==> src/rtl/bk_pkg.sv <==
// bk_pkg: shared types for the backup-RAM sync controller (FSM states, transfer direction, sector size)
package bk_pkg;
   typedef enum logic [1:0] {IDLE, REQ, XFER, DONE} state_t;
   typedef enum logic {DIR_LOAD, DIR_SAVE} dir_t;
   localparam int SECTOR_BYTES = 512;
endpackage

==> src/rtl/bk_edge.sv <==
// bk_edge: registered 1-bit edge detector; hit = rise (FALL=0) or fall (FALL=1) of d vs. its registered copy
// Ports: clk, rst (async, active-high), d (input level), hit (edge pulse, combinational from d)
module bk_edge #(
   parameter bit FALL = 1'b0
) (
   input  logic clk,
   input  logic rst,
   input  logic d,
   output logic hit
);
   logic d_q;
   always_ff @(posedge clk or posedge rst)
      if (rst) d_q <= 1'b0;
      else     d_q <= d;
   assign hit = FALL ? (~d & d_q) : (d & ~d_q);
endmodule

==> src/rtl/bk_sync_ctrl.sv <==
// bk_sync_ctrl: sequences NVRAM load/save sector transfers between the save-RAM buffer and the mounted image
// Ports: clk_sys/reset (async, active-high); ioctl_download, img_* and bk_load/bk_save/autosave_en/osd_status
// trigger transfers; nvram_we marks the NVRAM dirty; sd_lba/sd_rd/sd_wr/sd_ack is the hps_io sector handshake;
// bk_ena/bk_loading/bk_busy/bk_dirty/bk_err report status to the OSD, core reset and LED.
module bk_sync_ctrl
   import bk_pkg::*;
#(
   parameter int          SECTORS     = 64,
   parameter int          LBA_W       = 6,
   parameter logic [23:0] ACK_TIMEOUT = 24'd12_000_000
) (
   input  logic        clk_sys,
   input  logic        reset,
   input  logic        ioctl_download,
   input  logic        img_mounted,
   input  logic        img_readonly,
   input  logic        img_size_nz,
   input  logic        bk_load,
   input  logic        bk_save,
   input  logic        autosave_en,
   input  logic        osd_status,
   input  logic        nvram_we,
   input  logic        sd_ack,
   output logic [31:0] sd_lba,
   output logic        sd_rd,
   output logic        sd_wr,
   output logic        bk_ena,
   output logic        bk_loading,
   output logic        bk_busy,
   output logic        bk_dirty,
   output logic        bk_err
);
   localparam logic [LBA_W-1:0] LAST = LBA_W'(SECTORS - 1);
   state_t state_q, state_d;
   dir_t dir_q, dir_d;
   logic [LBA_W-1:0] cnt_q, cnt_d;
   logic [23:0] tmo_q, tmo_d;
   logic rd_q, rd_d, wr_q, wr_d, busy_q, busy_d, loading_q, loading_d;
   logic err_q, err_d, dirty_q, dirty_d, ena_q, ena_d;
   logic dl_rise, dl_fall, ld_rise, sv_rise, osd_rise, ack_rise, ack_fall;
   logic start_load, start_save;

   bk_edge #(.FALL(1'b0)) u_dl_rise  (.clk(clk_sys), .rst(reset), .d(ioctl_download),  .hit(dl_rise));
   bk_edge #(.FALL(1'b1)) u_dl_fall  (.clk(clk_sys), .rst(reset), .d(ioctl_download),  .hit(dl_fall));
   bk_edge #(.FALL(1'b0)) u_ld_rise  (.clk(clk_sys), .rst(reset), .d(bk_load & ena_q), .hit(ld_rise));
   bk_edge #(.FALL(1'b0)) u_sv_rise  (.clk(clk_sys), .rst(reset), .d(bk_save & ena_q), .hit(sv_rise));
   bk_edge #(.FALL(1'b0)) u_osd_rise (.clk(clk_sys), .rst(reset), .d(osd_status),      .hit(osd_rise));
   bk_edge #(.FALL(1'b0)) u_ack_rise (.clk(clk_sys), .rst(reset), .d(sd_ack),          .hit(ack_rise));
   bk_edge #(.FALL(1'b1)) u_ack_fall (.clk(clk_sys), .rst(reset), .d(sd_ack),          .hit(ack_fall));

   // Auto-load outranks manual load; any load outranks any save.
   assign start_load = (dl_fall & img_size_nz & ena_q) | ld_rise;
   assign start_save = sv_rise | (osd_rise & autosave_en & dirty_q & ena_q);

   always_comb begin
      state_d   = state_q;
      dir_d     = dir_q;
      cnt_d     = cnt_q;
      tmo_d     = tmo_q;
      rd_d      = rd_q;
      wr_d      = wr_q;
      busy_d    = busy_q;
      loading_d = loading_q;
      err_d     = err_q;
      dirty_d   = dirty_q;
      ena_d     = dl_rise ? 1'b0 : (ioctl_download & img_mounted & ~img_readonly) ? 1'b1 : ena_q;
      unique case (state_q)
         IDLE: if (start_load || start_save) begin
            state_d   = REQ;
            dir_d     = start_load ? DIR_LOAD : DIR_SAVE;
            cnt_d     = '0;
            tmo_d     = '0;
            err_d     = 1'b0;
            busy_d    = 1'b1;
            loading_d = start_load;
            rd_d      = start_load;
            wr_d      = ~start_load;
            dirty_d   = start_load ? dirty_q : 1'b0;
         end
         REQ: if (ack_rise) begin
            rd_d    = 1'b0;
            wr_d    = 1'b0;
            tmo_d   = '0;
            state_d = XFER;
         end else if (tmo_q == ACK_TIMEOUT - 24'd1) begin
            rd_d    = 1'b0;
            wr_d    = 1'b0;
            tmo_d   = '0;
            err_d   = 1'b1;
            state_d = DONE;
         end else begin
            tmo_d = tmo_q + 24'd1;
         end
         XFER: if (ack_fall) begin
            if (cnt_q == LAST) begin
               state_d = DONE;
            end else begin
               cnt_d   = cnt_q + 1'b1;
               state_d = REQ;
               rd_d    = (dir_q == DIR_LOAD);
               wr_d    = (dir_q == DIR_SAVE);
            end
         end
         DONE: begin
            busy_d    = 1'b0;
            loading_d = 1'b0;
            cnt_d     = '0;
            state_d   = IDLE;
            if (dir_q == DIR_LOAD && !err_q) dirty_d = 1'b0;
         end
         default: state_d = IDLE;
      endcase
      // A write always wins over the clear at save accept; writes during a load are image data, not edits.
      if (nvram_we && !loading_q) dirty_d = 1'b1;
   end

   always_ff @(posedge clk_sys or posedge reset) begin
      if (reset) begin
         state_q   <= IDLE;
         dir_q     <= DIR_LOAD;
         cnt_q     <= '0;
         tmo_q     <= '0;
         rd_q      <= 1'b0;
         wr_q      <= 1'b0;
         busy_q    <= 1'b0;
         loading_q <= 1'b0;
         err_q     <= 1'b0;
         dirty_q   <= 1'b0;
         ena_q     <= 1'b0;
      end else begin
         state_q   <= state_d;
         dir_q     <= dir_d;
         cnt_q     <= cnt_d;
         tmo_q     <= tmo_d;
         rd_q      <= rd_d;
         wr_q      <= wr_d;
         busy_q    <= busy_d;
         loading_q <= loading_d;
         err_q     <= err_d;
         dirty_q   <= dirty_d;
         ena_q     <= ena_d;
      end
   end

   assign sd_lba     = {{(32 - LBA_W){1'b0}}, cnt_q};
   assign sd_rd      = rd_q;
   assign sd_wr      = wr_q;
   assign bk_ena     = ena_q;
   assign bk_loading = loading_q;
   assign bk_busy    = busy_q;
   assign bk_dirty   = dirty_q;
   assign bk_err     = err_q;
endmodule

==> config.mk <==
export PLATFORM = sky130hd
export DESIGN_NAME = bk_sync_ctrl
export DESIGN_NICKNAME = d
export VERILOG_FILES = /design/src/rtl/bk_pkg.sv /design/src/rtl/bk_edge.sv /design/src/rtl/bk_sync_ctrl.sv
export SDC_FILE = /design/constraint.sdc
export NUM_CORES = 1
export LEC_CHECK = 0
export ABC_AREA = 1
export CAP_MARGIN = 20
export CORE_ASPECT_RATIO = 1.75
export CORE_MARGIN = 1.5
export CORE_UTILIZATION = 40
export DETAILED_ROUTE_END_ITERATION = 8
export PLACE_DENSITY = 0.65
export SKIP_LAST_GASP = 1
export SYNTH_ARGS = -nofsm -noshare
export SYNTH_HDL_FRONTEND = slang
export SYNTH_SLANG_ARGS = --single-unit
==> constraint.sdc <==
create_clock -name clk_sys -period 2.2 [get_ports clk_sys]
set_input_delay 0.55 -clock clk_sys [delete_from_list [all_inputs] [get_ports clk_sys]]
set_output_delay 0.55 -clock clk_sys [all_outputs]
set_load 0.05 [all_outputs]
==> results.json <==
{
  "status": "completed",
  "synth_cell_types": 32,
  "hpwl_um": 5690,
  "die-area_um2": 8220,
  "r2r_start": "tmo_q[1]$_DFFE_PP0P_",
  "whs_ps": 525,
  "dr.pass1.iters": 4,
  "cts_buffers": 5,
  "cts-root-buf": "clkbuf_16",
  "yosys-top-cells-area": "dfrtp_1, nand2_1, nand3_1",
  "io_buffers": 24,
  "netlist.area_leader.share": 0.367,
  "cts_tree": "yes",
  "drv_cap": 0,
  "crit_start": "bk_ena$_DFFE_PP0P_",
  "via_count": 2856,
  "fin_skew_ps": 5.12,
  "power.density_nw_per_um2": 979,
  "nNetsFinal": 482,
  "cts_max_path_buffers": 2,
  "fp-row-count": 42,
  "start_util": 0.408,
  "ant_nets": 0,
  "maxSlewViolCount": 0,
  "synth_area_um2": 3070,
  "dieWidth_um": 69.2,
  "ir_drop_v": 0.000874,
  "tightest_slew_ps": 534,
  "rsz0062_at_grt": "no",
  "drive_gt1_frac": 0.0948,
  "final.setup.tns_ps": 0,
  "die_h_um": 119,
  "fin_area_um2": 3490,
  "wire_per_inst_um": 13.3,
  "finalCriticalPeriod_ps": 2170,
  "worst-path-max-fanout": 7,
  "fin_crit_sh": 0.985,
  "syn_inst": 435,
  "cp_slowest_cell": "clkdlybuf4s50_1",
  "top_usage_layer": "met2",
  "drtIter0Drc": 114,
  "synth_seq_cells": 45,
  "critPathBufInv": 1,
  "end_kind": "output pin",
  "num_io_pins": 51,
  "yosys_warnings": 0,
  "cts-htree-levels": 2,
  "grt_max_degree": 46,
  "vias_per_cell": 5.17,
  "clkLatencyLatePin_ps": 290,
  "grt_overflow": 0,
  "final_cells": 552,
  "dpl-instance-area_um2": 3330,
  "clkSinkCount": 45,
  "max_freq_mhz": 462,
  "final_cell_mix": "nand2_1, nor2_1, nand3_1",
  "required_ps": 1650,
  "final_util": 0.464,
  "antenna_cells": 0,
  "post-cts-setup-buffers": 0,
  "grt_pass1_wl_um": 12200,
  "drt_wl_total_um": 7370,
  "cpLargestDelayFamily": "buffers and inverters",
  "hold_viol": 0,
  "setup_ws_ps": 34.0,
  "drc": 0,
  "leakage_nw": 1.71,
  "antenna_found_initial": 0,
  "layout_commonest_cell": "nand2_1",
  "clkTransAtPathRegs_ps": 60,
  "synth.avg_cell_area_um2": 7.05,
  "pre_cts_slack_ps": -15.5,
  "p_total_mw": 3.42,
  "cp-start-kind": "flip-flop",
  "crit_path_cell_trace": "clkdlybuf4s50_1",
  "gr-usage-met2": 0.362,
  "ys_seq_area_frac": 0.367,
  "relSlewSlack": 0.643,
  "grt_usage": 0.188,
  "gr-usage-met1": 0.181,
  "r2r_setup_slack_ps": 330,
  "area_growth_pct": 13.8,
  "grt_pass1_vias": 2679,
  "critical-path-max-stage-delay_ps": 850,
  "synth_top_area_cell": "dfrtp_1",
  "setup_viol": 0,
  "crit_type": "reg -> out",
  "hp-class": "reg -> reg",
  "placedCellCount": 545,
  "critPathArrivalTime_ps": 1620,
  "hp-start": "bk_busy$_DFFE_PP0P_",
  "gp_congestion": 0.946,
  "met3_usage": 0.0205,
  "fp.coreArea_um2": 7510
}
==> Yosys cell counts, drive strengths merged <==
library cell and number:
dfrtp 45, nand4 14, nor2 64, o22ai 1, a21oi 6, xor2 6
inv 50, o31ai 1, o21ai 29, conb 1, o21bai 1, a31oi 1
ha 6, nand3b 2, clkbuf 1, xnor2 1, or2 2, nand2 117
nor3 4, buf 34, nand3 49
==> sequential cells by signal, summed over array words and instances (netlist names) <==
name	flops
u_ld_rise.d_q	1
cnt_q	6
bk_busy	1
state_q	2
bk_loading	1
u_sv_rise.d_q	1
tmo_q	24
dir_q	1
sd_wr	1
u_ack_fall.d_q	1
u_dl_fall.d_q	1
sd_rd	1
bk_err	1
u_osd_rise.d_q	1
bk_dirty	1
bk_ena	1
==> area by class of cell <==
type / instances / area [um2]
Clock buffer: 5 / 125
Clock inverter: 2 / 35.0
Fill cell: 781 / 4030
Inverter: 50 / 188
Multi-Input combinational cell: 330 / 1590
Sequential cell: 45 / 1130
Tap cell: 88 / 110
Timing Repair Buffer: 32 / 313
==> power by group <==
group,internal (mW),switching (mW)
clock network,0.527,0.316
registers,0.934,0.102
logic,0.416,1.12
total,1.88,1.54
==> worst reg2reg max path, cell delays in order, from the launching register on <==
cell and delay (ps):
dfrtp_1 400, ha_1 280, nand3_1 190, nor2_1 270, nand3_1 160, nand2_1 130
inv_2 80, o21ai_0 160, nand2_1 80
==> path summary, 6_finish.rpt <==
path                                             end  depth (start not counted)
worst min-delay path             bk_busy$_DFFE_PP0P_                          2
worst min register to register   bk_busy$_DFFE_PP0P_                          2
worst max register to register     sd_wr$_DFFE_PP0P_                          8
min in group asynchronous       tmo_q[0]$_DFFE_PP0P_                          3
worst max-delay path                          bk_ena                          1
max in group asynchronous       cnt_q[3]$_DFFE_PP0P_                          3
==> per-layer routing <==
layer / wire length, um / part of all wire / vias up
li1: - / - / 1390
met1: 2610 / 0.35 / 1350
met2: 4100 / 0.56 / 95
met3: 289 / 0.039 / 21
met4: 360 / 0.049 / 0
met5: 0 / 0 / -
==> cell families after synthesis <==
family | count (synthesis) | synth area share
xor gates and xnor gates | 7 | 0.0200
DFF | 45 | 0.367
adders and majority gates | 6 | 0.0245
AOI/OAI and AO/OA | 39 | 0.0747
and+or+nand+nor | 252 | 0.367
other | 1 | 0.00122
buffers and inverters | 85 | 0.145
==> repair_timing <==
item | in CTS | in global routing
resized for setup | 0 | 1
hold buffers | 0 | 0
endpoints found under the setup margin | 0 | 1
No activity file was read; power rests on OpenSTA's default activity.
